--- src/rtl/rv_dbus_pkg.sv ---
// Shared types and constants for the data-bus controller and its load path.
package rv_dbus_pkg;

  typedef enum logic [1:0] {
    IDLE = 2'd0,
    BUSY = 2'd1,
    RESP = 2'd2
  } state_t;

  // Load/store width and signedness encodings
  localparam logic [2:0] LB  = 3'b000;
  localparam logic [2:0] LH  = 3'b001;
  localparam logic [2:0] LW  = 3'b010;
  localparam logic [2:0] LBU = 3'b100;
  localparam logic [2:0] LHU = 3'b101;

  // Access-fault causes
  localparam logic [1:0] MISALIGNED = 2'd0;
  localparam logic [1:0] BUS_ERR    = 2'd1;
  localparam logic [1:0] TIMEOUT    = 2'd2;

  // Byte accesses never fault; halfwords need an even address; every other
  // width code is handled as a word and needs a word-aligned address.
  function automatic logic misaligned(input logic [2:0] funct3,
                                      input logic [1:0] addr_lo);
    case (funct3[1:0])
      2'b00:   return 1'b0;
      2'b01:   return addr_lo[0];
      default: return addr_lo != 2'b00;
    endcase
  endfunction

endpackage

--- src/rtl/rv_dbus_ctrl_if.sv ---
// Memory-stage request, data-bus and writeback signals of the controller.
interface rv_dbus_ctrl_if;
  logic        i_mem_read;
  logic        i_mem_write;
  logic [31:0] i_addr;
  logic [3:0]  i_mem_sel;
  logic [31:0] i_wdata;
  logic [2:0]  i_funct3;
  logic [4:0]  i_rd;
  logic        o_stall;
  logic        o_bus_req;
  logic        o_bus_we;
  logic [31:0] o_bus_addr;
  logic [3:0]  o_bus_sel;
  logic [31:0] o_bus_wdata;
  logic        i_bus_ack;
  logic [31:0] i_bus_rdata;
  logic        i_bus_err;
  logic        o_load_valid;
  logic [31:0] o_load_data;
  logic [4:0]  o_load_rd;
  logic        o_err;
  logic [1:0]  o_err_cause;

  // Controller side
  modport master (
    input  i_mem_read, i_mem_write, i_addr, i_mem_sel, i_wdata, i_funct3, i_rd,
    input  i_bus_ack, i_bus_rdata, i_bus_err,
    output o_stall, o_bus_req, o_bus_we, o_bus_addr, o_bus_sel, o_bus_wdata,
    output o_load_valid, o_load_data, o_load_rd, o_err, o_err_cause
  );

  // Pipeline / slave side
  modport slave (
    output i_mem_read, i_mem_write, i_addr, i_mem_sel, i_wdata, i_funct3, i_rd,
    output i_bus_ack, i_bus_rdata, i_bus_err,
    input  o_stall, o_bus_req, o_bus_we, o_bus_addr, o_bus_sel, o_bus_wdata,
    input  o_load_valid, o_load_data, o_load_rd, o_err, o_err_cause
  );
endinterface

--- src/rtl/rv_load_align.sv ---
// Moves the addressed byte/halfword of a bus word to bit 0 and extends it.
module rv_load_align (
  input  logic [31:0] rdata,
  input  logic [1:0]  addr_lo,
  input  logic [2:0]  funct3,
  output logic [31:0] data
);
  import rv_dbus_pkg::*;

  logic [31:0] shifted;

  assign shifted = rdata >> {addr_lo, 3'b000};

  // Width/sign selection; unknown codes fall through as a full word
  always_comb begin
    data = shifted;
    case (funct3)
      LB:      data = {{24{shifted[7]}}, shifted[7:0]};
      LBU:     data = {24'd0, shifted[7:0]};
      LH:      data = {{16{shifted[15]}}, shifted[15:0]};
      LHU:     data = {16'd0, shifted[15:0]};
      default: data = shifted;
    endcase
  end
endmodule

--- src/rtl/rv_dbus_ctrl.sv ---
// Single-outstanding load/store controller between the memory stage and a
// ready/ack data bus, with misalignment, bus-error and timeout reporting.
module rv_dbus_ctrl #(
  parameter int unsigned TIMEOUT_CYCLES = 255
) (
  input logic            i_clk,
  input logic            i_reset_n,
  rv_dbus_ctrl_if.master bus
);
  import rv_dbus_pkg::*;

  localparam logic [15:0] CNT_LAST = 16'(TIMEOUT_CYCLES - 1);

  state_t      state;
  state_t      state_next;
  logic [15:0] cnt;
  logic [29:0] addr_word;
  logic [1:0]  addr_lo;
  logic [2:0]  funct3_q;
  logic [4:0]  rd_q;
  logic        we_q;
  logic [3:0]  sel_q;
  logic [31:0] wdata_q;
  logic        err_q;
  logic [1:0]  cause_q;
  logic [31:0] load_data_q;
  logic [31:0] aligned;
  logic        req_in;
  logic        misal_in;
  logic        timeout_hit;
  logic        busy;

  assign req_in      = bus.i_mem_read | bus.i_mem_write;
  assign misal_in    = misaligned(bus.i_funct3, bus.i_addr[1:0]);
  // cnt holds the number of BUSY cycles already spent, so this is the last one
  assign timeout_hit = (cnt == CNT_LAST);
  assign busy        = (state == BUSY);

  rv_load_align u_align (
    .rdata   (bus.i_bus_rdata),
    .addr_lo (addr_lo),
    .funct3  (funct3_q),
    .data    (aligned)
  );

  // Bus signals come straight from the captured request and are only live in BUSY
  assign bus.o_bus_addr  = busy ? {addr_word, 2'b00} : 32'd0;
  assign bus.o_bus_sel   = busy ? sel_q : 4'd0;
  assign bus.o_bus_we    = busy & we_q;
  assign bus.o_bus_wdata = busy ? wdata_q : 32'd0;
  assign bus.o_load_data = load_data_q;
  assign bus.o_load_rd   = rd_q;
  assign bus.o_err_cause = cause_q;

  // State register
  always_ff @(posedge i_clk) begin
    if (!i_reset_n) state <= IDLE;
    else            state <= state_next;
  end

  // Next state plus stall/request/strobe decode
  always_comb begin
    state_next       = state;
    bus.o_stall      = 1'b0;
    bus.o_bus_req    = 1'b0;
    bus.o_load_valid = 1'b0;
    bus.o_err        = 1'b0;
    case (state)
      IDLE: begin
        if (req_in) begin
          bus.o_stall = 1'b1;
          state_next  = misal_in ? RESP : BUSY;
        end
      end
      BUSY: begin
        bus.o_stall   = 1'b1;
        bus.o_bus_req = 1'b1;
        if (bus.i_bus_ack || timeout_hit) state_next = RESP;
      end
      RESP: begin
        // Upstream advances on this edge; its still-present request is ignored
        state_next       = IDLE;
        bus.o_load_valid = !we_q && !err_q;
        bus.o_err        = err_q;
      end
      default: state_next = IDLE;
    endcase
  end

  // Request capture, timeout counter and response latching
  always_ff @(posedge i_clk) begin
    if (!i_reset_n) begin
      cnt         <= 16'd0;
      addr_word   <= 30'd0;
      addr_lo     <= 2'd0;
      funct3_q    <= 3'd0;
      rd_q        <= 5'd0;
      we_q        <= 1'b0;
      sel_q       <= 4'd0;
      wdata_q     <= 32'd0;
      err_q       <= 1'b0;
      cause_q     <= 2'd0;
      load_data_q <= 32'd0;
    end else begin
      case (state)
        IDLE: begin
          if (req_in) begin
            addr_word <= bus.i_addr[31:2];
            addr_lo   <= bus.i_addr[1:0];
            funct3_q  <= bus.i_funct3;
            rd_q      <= bus.i_rd;
            // A simultaneous read and write is handled as a write
            we_q      <= bus.i_mem_write;
            sel_q     <= bus.i_mem_sel;
            wdata_q   <= bus.i_wdata;
            cnt       <= 16'd0;
            err_q     <= misal_in;
            if (misal_in) cause_q <= MISALIGNED;
          end
        end
        BUSY: begin
          cnt <= cnt + 16'd1;
          // An ack on the expiry cycle still counts as a normal completion
          if (bus.i_bus_ack) begin
            err_q <= bus.i_bus_err;
            if (bus.i_bus_err)  cause_q     <= BUS_ERR;
            else if (!we_q)     load_data_q <= aligned;
          end else if (timeout_hit) begin
            err_q   <= 1'b1;
            cause_q <= TIMEOUT;
          end
        end
        default: ;
      endcase
    end
  end
endmodule

--- src/flat_wrapper.sv ---
// flat-port wrapper written by rule: the top's interface ports become plain ports
module rv_dbus_ctrl_flat import rv_dbus_pkg::*;
#(
  parameter int unsigned TIMEOUT_CYCLES = 255
)
  (i_clk, i_reset_n, bus_i_mem_read, bus_i_mem_write, bus_i_addr, bus_i_mem_sel, bus_i_wdata, bus_i_funct3, bus_i_rd, bus_i_bus_ack, bus_i_bus_rdata, bus_i_bus_err, bus_o_stall, bus_o_bus_req, bus_o_bus_we, bus_o_bus_addr, bus_o_bus_sel, bus_o_bus_wdata, bus_o_load_valid, bus_o_load_data, bus_o_load_rd, bus_o_err, bus_o_err_cause);
  rv_dbus_ctrl_if bus_i ();
  input logic i_clk;
  input logic i_reset_n;
  input wire logic [$bits(bus_i.i_mem_read)-1:0] bus_i_mem_read;
  input wire logic [$bits(bus_i.i_mem_write)-1:0] bus_i_mem_write;
  input wire logic [$bits(bus_i.i_addr)-1:0] bus_i_addr;
  input wire logic [$bits(bus_i.i_mem_sel)-1:0] bus_i_mem_sel;
  input wire logic [$bits(bus_i.i_wdata)-1:0] bus_i_wdata;
  input wire logic [$bits(bus_i.i_funct3)-1:0] bus_i_funct3;
  input wire logic [$bits(bus_i.i_rd)-1:0] bus_i_rd;
  input wire logic [$bits(bus_i.i_bus_ack)-1:0] bus_i_bus_ack;
  input wire logic [$bits(bus_i.i_bus_rdata)-1:0] bus_i_bus_rdata;
  input wire logic [$bits(bus_i.i_bus_err)-1:0] bus_i_bus_err;
  output wire logic [$bits(bus_i.o_stall)-1:0] bus_o_stall;
  output wire logic [$bits(bus_i.o_bus_req)-1:0] bus_o_bus_req;
  output wire logic [$bits(bus_i.o_bus_we)-1:0] bus_o_bus_we;
  output wire logic [$bits(bus_i.o_bus_addr)-1:0] bus_o_bus_addr;
  output wire logic [$bits(bus_i.o_bus_sel)-1:0] bus_o_bus_sel;
  output wire logic [$bits(bus_i.o_bus_wdata)-1:0] bus_o_bus_wdata;
  output wire logic [$bits(bus_i.o_load_valid)-1:0] bus_o_load_valid;
  output wire logic [$bits(bus_i.o_load_data)-1:0] bus_o_load_data;
  output wire logic [$bits(bus_i.o_load_rd)-1:0] bus_o_load_rd;
  output wire logic [$bits(bus_i.o_err)-1:0] bus_o_err;
  output wire logic [$bits(bus_i.o_err_cause)-1:0] bus_o_err_cause;
  assign bus_i.i_mem_read = bus_i_mem_read;
  assign bus_i.i_mem_write = bus_i_mem_write;
  assign bus_i.i_addr = bus_i_addr;
  assign bus_i.i_mem_sel = bus_i_mem_sel;
  assign bus_i.i_wdata = bus_i_wdata;
  assign bus_i.i_funct3 = bus_i_funct3;
  assign bus_i.i_rd = bus_i_rd;
  assign bus_i.i_bus_ack = bus_i_bus_ack;
  assign bus_i.i_bus_rdata = bus_i_bus_rdata;
  assign bus_i.i_bus_err = bus_i_bus_err;
  assign bus_o_stall = bus_i.o_stall;
  assign bus_o_bus_req = bus_i.o_bus_req;
  assign bus_o_bus_we = bus_i.o_bus_we;
  assign bus_o_bus_addr = bus_i.o_bus_addr;
  assign bus_o_bus_sel = bus_i.o_bus_sel;
  assign bus_o_bus_wdata = bus_i.o_bus_wdata;
  assign bus_o_load_valid = bus_i.o_load_valid;
  assign bus_o_load_data = bus_i.o_load_data;
  assign bus_o_load_rd = bus_i.o_load_rd;
  assign bus_o_err = bus_i.o_err;
  assign bus_o_err_cause = bus_i.o_err_cause;
  rv_dbus_ctrl #(.TIMEOUT_CYCLES(TIMEOUT_CYCLES)) u_core (.i_clk(i_clk), .i_reset_n(i_reset_n), .bus(bus_i));
endmodule
--- config.mk ---
export PLATFORM = sky130hd
export DESIGN_NAME = rv_dbus_ctrl_flat
export DESIGN_NICKNAME = d
export VERILOG_FILES = /design/src/rtl/rv_dbus_pkg.sv /design/src/rtl/rv_dbus_ctrl_if.sv /design/src/rtl/rv_load_align.sv /design/src/rtl/rv_dbus_ctrl.sv /design/src/flat_wrapper.sv
export SDC_FILE = /design/constraint.sdc
export NUM_CORES = 1
export LEC_CHECK = 0
export ABC_AREA = 1
export ABC_CLOCK_PERIOD_IN_PS = 3760
export CORE_MARGIN = 5
export CORE_UTILIZATION = 30
export CTS_CLUSTER_DIAMETER = 50
export CTS_CLUSTER_SIZE = 25
export DETAILED_ROUTE_END_ITERATION = 6
export SYNTH_ARGS = -nofsm -noshare
export SYNTH_HDL_FRONTEND = slang
export SYNTH_HIERARCHICAL = 1
export SYNTH_SLANG_ARGS = --single-unit
--- constraint.sdc ---
create_clock -name i_clk -period 3.76 [get_ports i_clk]
set_input_delay 0.752 -clock i_clk [delete_from_list [all_inputs] [get_ports i_clk]]
set_output_delay 0.752 -clock i_clk [all_outputs]
set_load 0.01 [all_outputs]
After elaboration in Yosys (flattened, before gate mapping):

Index checks and enable logic that the tools add are counted.

* add/subtract/negate cells: 1
* multiply operators: 0
* divide/modulo/power cells: 0
* order comparisons: 0
* equality and inequality tests: 12
* shift-type cells: 1
* mux-type cells: 26
* bitwise operators: 4
* reduce and logical (&&, ||, !) cells: 15

Operator list (number)
* case mux 32 bit (4 select lines): 1
* two-way mux 32 bit: 2
* case mux 16 bit (2 select lines): 1
* right shift 32 x 5 -> 32 bit: 1
* adder 16 x 1 -> 16 bit (second input constant): 1
* equality test 16 x 8 -> 1 bit (second input constant): 1
* two-way mux 16 bit: 1
* two-way mux 2 bit: 8
* case mux 2 bit (2 select lines): 2
* two-way mux 1 bit: 7
* equality test 3 bit (second input constant): 2
* case mux 1 bit (2 select lines): 3
* AND reduction 2 bit: 3
* AND reduction 5 bit: 1
* equality test 2 x 1 -> 1 bit (second input constant): 2
* logical NOT 2 bit: 2
* two-way mux 4 bit: 1
* != test 2 x 1 -> 1 bit (second input constant): 2
* AND reduction 4 bit: 1
* nonzero test 2 bit: 2
* equality test 3 x 1 -> 1 bit (second input constant): 1
* logical NOT 3 bit: 1
* != test 3 x 2 -> 1 bit (second input constant): 1
* != test 3 bit (second input constant): 1
* other kinds (9): 11

* flip-flop bits (word level): 130
* bits in latches: 0
* bits in writable memories: 0
* bits in read-only memories: 0
* input bits: 114
* word-level logic and storage cells: 71
* memories: 0

Longest topological paths before layout:

* depth in word-level cells: 5
* depth in mapped cells: 10

Hierarchy:

Netlist, hierarchy kept.

By module, submodules not included
* rv_dbus_ctrl: times used 1, cells each 741, area each 5343.9 sq um, sequential area each 2602.5 sq um
* rv_load_align: times used 1, cells each 165, area each 810.8 sq um, sequential area each 0.0 sq um

Worst setup path before layout:

OpenSTA, ideal clock, no wires.

* path type: register to output
* from: register u_core.state[0]
* to: output bus_o_bus_wdata[11]
* arrival time: 1082 ps
* slack: 1926 ps
* cell stages (with the launch flop): 6
* cell sequence: dfxtp_1 > nand2_2 > buf_4 > buf_2 > buf_2 > nor2_1

* cells in the longest elaborated chain, start to end: 2

Ends and longest elaborated chain
* from (decl): RTL line rv_dbus_ctrl.sv:14 `state_t state;`
* from (signal assigned): RTL line rv_dbus_ctrl.sv:58 `else state <= state_next;`
* equality test 2 x 1 -> 1 bit: RTL line rv_dbus_ctrl.sv:37 `assign busy = (state == BUSY);`
* two-way mux 32 bit: RTL line rv_dbus_ctrl.sv:50 `assign bus.o_bus_wdata = busy ? wdata_q : 32'd0;`
* to (decl): RTL line flat_wrapper.sv:25 `output wire logic [$bits(bus_i.o_bus_wdata)-1:0] bus_o_bus_wdata;`

No other way between the ends.

Worst setup path in the final report:

* from: input bus_i_mem_write
* to: output bus_o_stall

* cells in the longest elaborated chain, start to end: 3

Ends and longest elaborated chain
* from (decl): RTL line flat_wrapper.sv:11 `input wire logic [$bits(bus_i.i_mem_write)-1:0] bus_i_mem_write;`
* OR 1 bit: RTL line rv_dbus_ctrl.sv:33 `assign req_in = bus.i_mem_read | bus.i_mem_write;`
* two-way mux 1 bit: RTL line rv_dbus_ctrl.sv:70 `if (req_in) begin`
* case mux 1 bit (2 select lines): RTL line rv_dbus_ctrl.sv:68 `case (state)`
* to (decl): RTL line flat_wrapper.sv:20 `output wire logic [$bits(bus_i.o_stall)-1:0] bus_o_stall;`

No other way between the ends.

==> results.txt <==
Placed Area: 8410 um2
Area of the multi-input gates: 2780 um2
Sequential Power Share: 37.6%
Initial core utilization: 30.4%
Dpl ws: 0.736 ns
Final core utilization: 44.6%
H-tree depth: 4
Post-Synth XOR/XNOR Area: 0.142%
Crit-path max FO: 5
Final instance area: 9020 um2
Cells on worst reg2reg path: 9
Vias post-DR: 6275
TNS Setup: 0 ns
Synth Area in Adders: 0.407%
Net Switching: 1.23 mW
Internal power: 2.94 mW
Final setup vio count: 0
WS Path Type: input port to output pin
Leakage Power: 3.61 nW
CTS Buf Count: 17
Crit path arrival time: 2.24 ns
Root Buffer: clkbuf_16
Min-Delay Endpoint: u_core/wdata_q[24]
Post-Route WL: 19100 um
Cts repair resizes: 0
Hold-fix buffers, CTS: 0
Final min period: 2.99 ns
Final HPWL DP: 13300 um
Io pins: 226
Die width: 153 um
Avg Vias per Cell: 4.56
Mapped cell area: 6150 um2
Reg-to-reg critical path startpoint: u_core/state[1]
CTS tree: yes
Placeable Area: 20200 um2
Worst reg-to-reg setup slack: 1.27 ns
Routability cong.: 0.818
Final setup margin: 0.771 ns
Layout cells sized above 1: 5.88%
Filler cell count: 2113
HP Start: u_core/wdata_q[24]
Placed cell count: 1344
WP data required: 3.01 ns
Compound-gate portion of the synthesized area: 19.9%
Largest family of logic cells by synthesized area: simple AND/OR/NAND/NOR gates
Iteration-0 DRC count of the detailed router: 335
F_max: 335 MHz
Ant diodes: 0
Max Cap Viol: 0
Fin crit share: 79.5%
First-pass GRT wire length: 30400 um
Seq cells post-synth: 130
RSZ-0062 raised after global routing: false
Hold WC Path Type: flop to flop
Share of the yosys chip area belonging to registers: 42.3%
Final #Nets: 1209
Initial antenna violation count: 1
Reg area: 2600 um2
Part of the power in the clock network: 41.0%
Final hold viol count: 0
Area growth syn-to-layout: 46.6%
Pin count of the biggest net entering global routing: 101
Post-CTS Setup Inserts: 0
CTS max path bufs: 2
Top cells by area, synth: dfxtp_1, nor2_1, o21ai_0, a21oi_1, nand2_1
Vias in the first global route: 5795
Final ANT Viol Nets: 0
Max Clock Skew: 0.0133 ns
Syn Area/Cell: 6.79 um2
Clock sinks: 130
Status: finished clean
Combinational share of power: 21.4%
Worst hold path depth: 2
# port buffers: 223
Post-synth top area share: 42.3%
Max IR drop VDD: 0.000321 V
Post-synthesis instance total: 906
Synth warnings: 6
R2R Path End: u_core/bus.o_load_data[15]
Tot GR Track Use: 15.8%
Net Sw Frac: 29.4%
Worst Max-Slew Pin Slew: 1.05 ns
Routed WL per cell: 13.9 um
Multiplexer share of the synthesized area: 0%
Max-Slew Margin vs Limit: 29.8%
DRC: 0
Crit end category: output pin
Drt pass-1 iters: 5
Die Area: 23500 um2
Congestion Overflow GR: 0
Commonest cells after routing, fill and taps aside: clkdlybuf4s50_1, nor2_1, dfxtp_1
PwrDens: 461 nW/um2
Unique cell type count in the Yosys netlist: 36
Post-synthesis simple-gate area fraction: 24.6%
Clk pin slew, worst setup/hold paths: 0.06 ns
Pins Over Slew Limit: 0
Non-filler cells, final: 1376
Most common cell after layout, fill and taps aside: clkdlybuf4s50_1
Startpoint Class: input port
Clk Latency, worst-skew pair: 0.41 ns
Die H: 153 um
Row cnt: 52
Cell type with the largest total area after synthesis: dfxtp_1
-- kinds of logic after synthesis --
logic type                 after synthesis
AOI/OAI and AO/OA                      242
xor gates and xnor gates                 1
adders and majority gates                2
buffers and inverters                  169
DFF                                    130
other                                    1
and+or+nand+nor                        361
-- stage by stage --
stage,hold slack [ns],power [mW]
finish,0.452,4.16
global route,0.468,4.41
CTS,0.456,4.22
detailed placement,0.446,2.49
global placement,0.440,2.48
floorplan,0.425,2.15
-- flip-flops by register name, indices dropped and copies added (netlist names) --
name                    count
u_core/we_q                 1
u_core/addr_lo              2
u_core/bus.o_load_rd        5
u_core/err_q                1
u_core/wdata_q             32
u_core/cnt                 16
u_core/bus.o_err_cause      2
u_core/bus.o_load_data     32
u_core/sel_q                4
u_core/addr_word           30
u_core/funct3_q             3
u_core/state                2
-- worst max-delay path by stage --
stage                          from                   to  slack, ns
floorplan           u_core/state[0]  bus_o_bus_wdata[11]       1.93
global placement    bus_i_mem_write          bus_o_stall       0.73
detailed placement  bus_i_mem_write          bus_o_stall       0.74
CTS                 bus_i_mem_write          bus_o_stall       0.74
global route        u_core/state[0]    bus_o_bus_addr[2]       0.60
finish              bus_i_mem_write          bus_o_stall       0.77
-- Yosys cell counts --
cell type and count:
a211oi_1 1, a21o_2 1, a21oi_1 101, a31oi_1 1
and2_1 1, and3_1 1, buf_2 28, buf_4 6
buf_6 11, clkbuf_1 16, clkinv_2 1, conb_1 1
dfxtp_1 130, ha_1 2, inv_1 103, inv_2 3
inv_4 1, nand2_1 115, nand2_2 6, nand2_4 1
nand3_1 32, nand3_2 8, nand3_4 1, nand3b_1 1
nor2_1 188, nor2_2 2, nor2_4 1, nor3_1 1
nor4_1 1, o211ai_1 1, o21ai_0 104, o21ai_1 31
o21bai_1 1, o22ai_1 1, or2_2 2, xor2_1 1
-- critical path, cell delays in order --
cell	delay, ns
clkdlybuf4s50_1	0.51
inv_1	0.06
nand2_1	0.15
nand2_4	0.07
nand2_2	0.12
clkdlybuf4s50_1	0.58
-- layer usage --
layer  global-route usage (%)  share of wire [%]  up-vias
met2                     23.6                 43      210
met4                     3.69               0.99        2
met1                     20.1                 45     2807
li1                         -                  -     3246
met5                        0              0.052        -
met3                     8.65                 11       10
-- cell type report --
type,instances,area share (%)
clock buffers,17,4.72
clock inverters,15,2.03
inverters,108,4.54
multi-input cells,608,30.9
flip-flops and latches,130,28.9
well taps,270,3.75
repair buffers,228,25.3
-- power groups by stage --
stage	clock [mW]	sequential, mW	combinational (mW)
finish	1.71	1.56	0.890
global route	1.83	1.58	1.00
CTS	1.76	1.57	0.896
detailed placement	0	1.60	0.892
global placement	0	1.59	0.889
floorplan	0	1.59	0.562
Note: power is estimated with default switching activity, not from simulation.
